[src/rtl/dequant_expand_pkg.sv]
// Shared widths, derived sizes and saturation bounds for the dequantizing expander.
package dequant_expand_pkg;
  localparam int DN   = 6;
  localparam int OW   = 8;
  localparam int MULW = 9;
  localparam int DW   = 22;
  localparam int LSHW = 3;
  localparam int CNTW = 16;

  localparam int DQW = OW + 1;
  localparam int PW  = DQW + MULW;
  localparam int SW  = PW + (1 << LSHW) - 1;

  localparam int SAT_HI = (1 << (DW - 1)) - 1;
  localparam int SAT_LO = -(1 << (DW - 1));
  localparam logic signed [SW-1:0] SAT_HI_S = SW'(SAT_HI);
  localparam logic signed [SW-1:0] SAT_LO_S = SW'(SAT_LO);

  typedef logic signed [DQW-1:0]  diff_t;
  typedef logic signed [MULW-1:0] scale_t;
  typedef logic signed [DW-1:0]   acc_t;
  typedef logic [LSHW-1:0]        lsh_t;
endpackage

[src/rtl/dequant_expand_lane.sv]
// One lane of the expander: exact multiply, left shift, clamp to accumulator range.
module dequant_lane
  import dequant_expand_pkg::*;
(
  input  diff_t  d,
  input  scale_t scale,
  input  lsh_t   lsh,
  output acc_t   res
);

  function automatic acc_t sat_dw(input logic signed [SW-1:0] s);
    if (s > SAT_HI_S)
      return SAT_HI_S[DW-1:0];
    else if (s < SAT_LO_S)
      return SAT_LO_S[DW-1:0];
    else
      return s[DW-1:0];
  endfunction

  logic signed [PW-1:0] prod;
  logic signed [SW-1:0] shifted;

  // The shift width is sized so the worst-case product shifted by 7 cannot wrap.
  assign prod    = PW'(d) * PW'(scale);
  assign shifted = SW'(prod) <<< lsh;
  assign res     = sat_dw(shifted);

endmodule

[src/rtl/dequant_expand.sv]
// Expands int8 activation lanes into saturated accumulator-domain values over a
// two-stage valid/ready pipeline with per-frame config latching and last/busy tracking.
module dequant_expand
  import dequant_expand_pkg::*;
(
  input  logic                   clk,
  input  logic                   rst,
  input  logic signed [OW-1:0]   cfg_zp,
  input  logic [DN*MULW-1:0]     cfg_scale,
  input  logic [LSHW-1:0]        cfg_lsh,
  input  logic [CNTW-1:0]        cfg_frame_len,
  input  logic [DN*OW-1:0]       in_data,
  input  logic                   in_valid,
  output logic                   in_ready,
  output logic [DN*DW-1:0]       out_data,
  output logic                   out_valid,
  input  logic                   out_ready,
  output logic                   out_last,
  output logic                   busy
);

  logic signed [OW-1:0] zp_q;
  logic [DN*MULW-1:0]   scale_q;
  logic [LSHW-1:0]      lsh_q;
  logic [CNTW-1:0]      len_q;
  logic [CNTW-1:0]      cnt;

  logic                 vld_p1, last_p1;
  logic [DN*DQW-1:0]    d_p1;
  logic [DN*MULW-1:0]   scl_p1;
  logic [LSHW-1:0]      lsh_p1;

  logic                 vld_p2, last_p2;
  logic [DN*DW-1:0]     res_p2;

  logic                 ld_p1, ld_p2, accept, first, is_last;
  logic signed [OW-1:0] zp_eff;
  logic [DN*MULW-1:0]   scale_eff;
  logic [LSHW-1:0]      lsh_eff;
  logic [CNTW-1:0]      len_eff, lim;
  logic [DN*DQW-1:0]    d_in;
  logic [DN*DW-1:0]     lane_res;

  assign ld_p2    = !vld_p2 || out_ready;
  assign ld_p1    = !vld_p1 || ld_p2;
  assign in_ready = ld_p1;
  assign accept   = in_valid && in_ready;

  // The frame's first beat uses live cfg values, which are latched on that same beat.
  assign first     = (cnt == '0);
  assign zp_eff    = first ? cfg_zp        : zp_q;
  assign scale_eff = first ? cfg_scale     : scale_q;
  assign lsh_eff   = first ? cfg_lsh       : lsh_q;
  assign len_eff   = first ? cfg_frame_len : len_q;
  assign lim       = (len_eff == '0) ? '0 : len_eff - CNTW'(1);
  assign is_last   = (cnt == lim);

  for (genvar i = 0; i < DN; i++) begin : g_lane
    acc_t r;
    assign d_in[i*DQW +: DQW] = DQW'(signed'(in_data[i*OW +: OW])) - DQW'(zp_eff);
    dequant_lane u_lane (
      .d     (diff_t'(d_p1[i*DQW +: DQW])),
      .scale (scale_t'(scl_p1[i*MULW +: MULW])),
      .lsh   (lsh_p1),
      .res   (r)
    );
    assign lane_res[i*DW +: DW] = r;
  end

  always_ff @(posedge clk or posedge rst) begin
    if (rst) begin
      zp_q    <= '0;
      scale_q <= '0;
      lsh_q   <= '0;
      len_q   <= '0;
      cnt     <= '0;
      busy    <= 1'b0;
    end else begin
      if (accept && first) begin
        zp_q    <= cfg_zp;
        scale_q <= cfg_scale;
        lsh_q   <= cfg_lsh;
        len_q   <= cfg_frame_len;
      end
      if (accept)
        cnt <= is_last ? '0 : cnt + CNTW'(1);
      if (accept && first)
        busy <= 1'b1;
      else if (out_valid && out_ready && out_last)
        busy <= 1'b0;
    end
  end

  // S1: zero-point removal; scale and shift travel with the beat so a new frame can
  // enter S1 while the previous frame's tail is still in S2.
  always_ff @(posedge clk or posedge rst) begin
    if (rst) begin
      vld_p1  <= 1'b0;
      last_p1 <= 1'b0;
      d_p1    <= '0;
      scl_p1  <= '0;
      lsh_p1  <= '0;
    end else if (ld_p1) begin
      vld_p1 <= accept;
      if (accept) begin
        d_p1    <= d_in;
        scl_p1  <= scale_eff;
        lsh_p1  <= lsh_eff;
        last_p1 <= is_last;
      end
    end
  end

  // S2: saturated accumulator-domain result
  always_ff @(posedge clk or posedge rst) begin
    if (rst) begin
      vld_p2  <= 1'b0;
      last_p2 <= 1'b0;
      res_p2  <= '0;
    end else if (ld_p2) begin
      vld_p2 <= vld_p1;
      if (vld_p1) begin
        res_p2  <= lane_res;
        last_p2 <= last_p1;
      end
    end
  end

  assign out_valid = vld_p2;
  assign out_last  = vld_p2 && last_p2;
  assign out_data  = res_p2;

endmodule
[config.mk]
export PLATFORM = sky130hd
export DESIGN_NAME = dequant_expand
export DESIGN_NICKNAME = d
export VERILOG_FILES = /design/src/rtl/dequant_expand_pkg.sv /design/src/rtl/dequant_expand_lane.sv /design/src/rtl/dequant_expand.sv
export SDC_FILE = /design/constraint.sdc
export NUM_CORES = 2
export LEC_CHECK = 0
export ABC_AREA = 1
export CORE_MARGIN = 4
export CORE_UTILIZATION = 51
export CTS_BUF_LIST = sky130_fd_sc_hd__clkbuf_4 sky130_fd_sc_hd__clkbuf_8
export DETAILED_ROUTE_END_ITERATION = 6
export HOLD_SLACK_MARGIN = 0.06
export PLACE_DENSITY = 0.83
export SLEW_MARGIN = 5
export SYNTH_ARGS = -nofsm -noshare
export SYNTH_HDL_FRONTEND = slang
export SYNTH_SLANG_ARGS = --single-unit
[constraint.sdc]
create_clock -name clk -period 24.7 [get_ports clk]
set_clock_uncertainty 0.15 [all_clocks]
set_input_delay 2.47 -clock clk [delete_from_list [all_inputs] [get_ports clk]]
set_output_delay 2.47 -clock clk [all_outputs]
set_load 0.05 [all_outputs]
## Word-level counts from Yosys, hierarchy flattened

Cells that the tools add are included.

- Bits in registers: 345
- Latch bits: 0
- RAM bits: 0
- ROM bits: 0
- Word-level logic and storage cells: 81
- Memories: 0

- Add/sub/neg operators: 8
- Multipliers: 6
- Divide/modulo/power cells: 0
- $lt $le $gt $ge: 12
- Eq/ne operators: 1
- Shift operators: 6
- Multiplexer cells: 20
- Bitwise gates (word level): 0
- Reductions and logical operators: 14

Operators by type and width:

| operator | count |
|---|---|
| 22-bit two-way mux | 12 |
| 25-bit by 22-bit > comparator with 1-bit output, second input constant | 6 |
| 25-bit by 22-bit less-than comparator with 1-bit output, second input constant | 6 |
| 18-bit by 3-bit <<< shifter with 25-bit output | 6 |
| 9-bit by 9-bit multiplier with 18-bit output | 6 |
| 54-bit two-way mux | 1 |
| 8-bit by 8-bit subtractor with 9-bit output | 6 |
| 16-bit two-way mux | 3 |
| 16-bit logical NOT | 2 |
| 16-bit by 1-bit adder with 16-bit output, second input constant | 1 |
| 16-bit equality test | 1 |
| 16-bit by 1-bit subtractor with 16-bit output, second input constant | 1 |
| 8-bit two-way mux | 1 |
| 1-bit logical AND | 5 |
| 2-bit AND reduction | 2 |
| 3-bit two-way mux | 1 |
| 1-bit logical NOT | 2 |
| 1-bit logical OR | 2 |
| 1-bit two-way mux | 2 |
| 2-bit nonzero test | 1 |

## Logic depth before layout (Yosys ltp)

- Depth after elaboration: 6
- Mapped depth: 30

## Hierarchy

Synthesis repeated with hierarchy kept, for this count alone.

- Cells, all modules: 5676
- Area total of the unflattened synthesis: 42137.9 um2

By module, submodules not included:

| module | instances | cells each | area each (um2) | sequential area each (um2) |
|---|---|---|---|---|
| dequant_expand | 1 | 1727 | 16517.1 | 8633.3 |
| dequant_lane at g_lane[0].u_lane ... | 3 | 670 | 4282.9 | 0.0 |
| dequant_lane at g_lane[5].u_lane | 1 | 659 | 4416.7 | 0.0 |
| dequant_lane at g_lane[4].u_lane | 1 | 659 | 4282.9 | 0.0 |
| dequant_lane at g_lane[3].u_lane | 1 | 621 | 4072.7 | 0.0 |

## Worst setup path after synthesis

Ideal clock, no wire load.

- Kind: register -> register
- From: register d_p1[8]
- To: register res_p2[10] (netlist: out_data[10])
- Library setup time: 118 ps
- Data arrival time: 5300 ps
- Data required time: 24432 ps
- Slack: 19133 ps
- Stages on the path, launching flop included: 28
- Buffers on the path: 2
- Period minus slack after synthesis: 5567 ps
- Cell sequence: dfrtp_1 clkbuf_1 nand2_1 inv_1 fa_1 inv_1 fa_1 fa_1 fa_1 inv_1 ha_1 ha_1 inv_1 nor3_1 nand3_1 nand4_1 or2_2 nand3_1 nand2_1 nand2_1 o21ai_1 a21oi_1 nand2_1 nand2_1 clkbuf_1 nand2_1 nand2_1 nand2_1

- Cells in the longest elaborated chain, start to end: 5

RTL lines:

| element | RTL line | RTL |
|---|---|---|
| from (decl) | dequant_expand.sv:29 | `logic [DN*DQW-1:0] d_p1;` |
| from (signal assigned) | dequant_expand.sv:106 | `d_p1 <= d_in;` |
| 9-bit by 9-bit multiplier with 18-bit output * | dequant_expand_lane.sv:24 | `assign prod = PW'(d) * PW'(scale);` |
| 18-bit by 3-bit <<< shifter with 25-bit output * | dequant_expand_lane.sv:25 | `assign shifted = SW'(prod) <<< lsh;` |
| 25-bit by 22-bit less-than comparator with 1-bit output | dequant_expand_lane.sv:14 | `else if (s < SAT_LO_S)` |
| 22-bit two-way mux | dequant_expand_lane.sv:14 |  |
| 22-bit two-way mux * | dequant_expand_lane.sv:12 | `if (s > SAT_HI_S)` |
| to (signal assigned) | dequant_expand.sv:123 | `res_p2 <= lane_res;` |
| to (decl) | dequant_expand.sv:34 | `logic [DN*DW-1:0] res_p2;` |

Mark *: on every way between the ends. The rest lies on a longest branch, timed or not.
A chain may end at the register's enable or synchronous reset.

## Worst setup path after layout

- From: input port out_ready
- To: output port in_ready

- Cells in the longest elaborated chain, start to end: 2

RTL lines:

| element | RTL line | RTL |
|---|---|---|
| from (decl) | dequant_expand.sv:17 | `input logic out_ready,` |
| 1-bit logical OR | dequant_expand.sv:44 | `assign ld_p2 = !vld_p2 \|\| out_ready;` |
| 1-bit logical OR | dequant_expand.sv:45 | `assign ld_p1 = !vld_p1 \|\| ld_p2;` |
| to (decl) | dequant_expand.sv:14 | `output logic in_ready,` |

Every way passes these cells.

==> results.yml <==
outcome:
  outcome: "complete, no violations"
floorplan:
  coreArea_um2: 76200
  rows: 101
  die_x_um: 286
  initial_utilization: 0.517
  io_pins: 269
  dieArea_um2: 81700
  die_y_um: 286
grt:
  grt-busiest-layer: "met2"
  grtUsageMet2: 0.396
  grtUsageMet3: 0.0541
  grtUsageMet1: 0.388
  grt_max_degree: 136
  grt_pass1_wl_mm: 176
  grt_overflow: 0
  grt_pass1_vias: 33900
  track_usage: 0.263
  antenna_found_initial: 6
logic_synthesis:
  async_flop_share: 1.00
  syn_avg_cell_area_um2: 7.42
  synth.net_count: 6146
  ys_ff_latch: 345
  yosysMostFrequentCell: "nand2_1"
  synthTopCellsByArea: "dfrtp_1 22%, fa_1 22%, nand2_1 15%, ha_1 8.9%, inv_1 8.7%"
  synth_ff_type: "dfrtp_1"
  synth_top_cell_by_area: "dfrtp_1"
  yosysUniqueCellTypes: 46
  synth_warnings: 0
  synth_common_cells: "1575 x nand2_1, 910 x inv_1, 426 x fa_1"
  syn_inst: 5308
  synth_area_um2: 39400
  yosysSeqAreaShare: 0.219
  synth_edf_count: 0
  synth_top_area_frac: 0.219
timing:
  hold_violations: 0
  fin_hold_ws_ns: 0.322
  final.period_utilization: 0.268
  setup_slack_ns: 18.09
  slew_headroom: 0.256
  max_slew.worst_pin.slew_ns: 1.11
  report.final.slew_viol_count: 0
  min_period_ns: 6.61
  max_freq_ghz: 0.151
  rsz0062_at_grt: "no"
  final-setup-viol-count: 0
  fin_setup_tns_ns: 0
finish:
  nNetsFinal: 6227
  seqCellArea_um2: 8640
  nFillCells: 6840
  syn2layout_area_growth_pct: 11.2
  layout.cells.non_filler: 6463
  multiInputGateArea_um2: 26200
  drive_above_1_share: 0.0398
worst_hold_path:
  hp-class: "reg -> reg"
route:
  dr.pass1.iters: 6
  via_count: 34500
  drt_iter0_markers: 2916
  viasPerCell: 5.35
  wl_mm: 107
  drc_errors: 0
  drtAntennaViolNets: 0
  routedWlPerCell_um: 16.5
setup_path:
  crit_fanout: 3
  cp.required_ns: 22.08
  cp.arrival_ns: 3.99
  crit_type: "in -> out"
  critical_path.startpoint_type: "primary input"
  end_kind: "output pin"
placed_design:
  portBuffers: 268
  dp.cells: 6356
  place_ws_ns: 18.09
  gp_congestion: 0.959
  hpwl_mm: 84.5
flow_run:
  drv_cap: 0
clocking:
  cts.path.max_buffers: 3
  post_cts_buffers: 0
  cts_hold_buf: 0
  clk_pin_slew_ns: 0.05
  cts_root_buf: "clkbuf_8"
  cts_tree: "built"
  insertion_delay_ns: 0.69
  htreeDepth: 2
  cts_resized: 0
  cts_sinks: 345
  numCtsBuffers: 61
[placed cells by master, fill, tap and decap left out, types with 59 or more instances in the layout]
master,count
nand2_1,1572
inv_1,907
fa_1,426
o21ai_0,352
dfrtp_1,342
nand3_1,306
ha_1,279
clkdlybuf4s50_1,268
nor2_1,261
a21oi_1,137
clkbuf_8,75
xor2_1,59
[path summary, 6_finish.rpt]
check	startpoint	slack, ns	to	cells after the start
max	out_ready	18.09	in_ready	4
min	len_q[13]	0.32	len_q[13]	2
max reg2reg	scl_p1[18]	18.30	out_data[50]	20
min reg2reg	len_q[13]	0.32	len_q[13]	2
max in group asynchronous	rst	19.73	lsh_p1[1]	4
min in group asynchronous	rst	2.25	scl_p1[52]	2
[flip-flops by register name, summed over array words and instances (netlist names)]
name       count
scale_q       54
out_valid      1
d_p1          54
scl_p1        54
out_data     132
lsh_q          3
last_p2        1
zp_q           8
busy           1
lsh_p1         3
len_q         16
last_p1        1
vld_p1         1
cnt           16
[logic make-up (layout without fill, tap and decap cells)]
kind of cell             count (synthesis)  count (layout)  synth area share
adder cells (fa/ha/maj)                705             705             0.305
flip-flops                             345             345             0.219
XOR/XNOR                               109             109            0.0242
buffers and inverters                 1195            1319             0.116
AO/OA/AOI/OAI                          649             649            0.0921
other                                    0               1                 0
AND/OR/NAND/NOR                       2294            2294             0.240
multiplexers                            11              11           0.00280
[layout make-up]
class	instances	area share
Tap cell	1030	0.0294
Multi-Input combinational cell	3768	0.598
Timing Repair Buffer	292	0.0654
Clock buffer	92	0.0265
Clock inverter	14	0.00451
Antenna cell	1	0.0000571
Inverter	921	0.0792
Sequential cell	345	0.197
[worst max-delay path: stages]
cell and delay (ns):
clkdlybuf4s50_1 0.46, inv_1 0.06, nand3_1 0.16, clkdlybuf4s50_1 0.84
[stage by stage]
step,cell area (um2),util
after floorplan,39400,-
after detailed placement,42400,0.557
after global placement,42400,0.557
after global routing,43800,0.575
after CTS,43800,0.575
final,43800,0.575
[per-layer routing]
metal  vias to the layer above  routed length [um]
li1                      16600                   -
met1                     16300               48700
met5                         -                  61
met3                       193                9670
met2                      1443               45700
met4                         8                2840
Power is not shown: default switching activity piles up to over one toggle a cycle in this logic, so the estimate is an artifact.
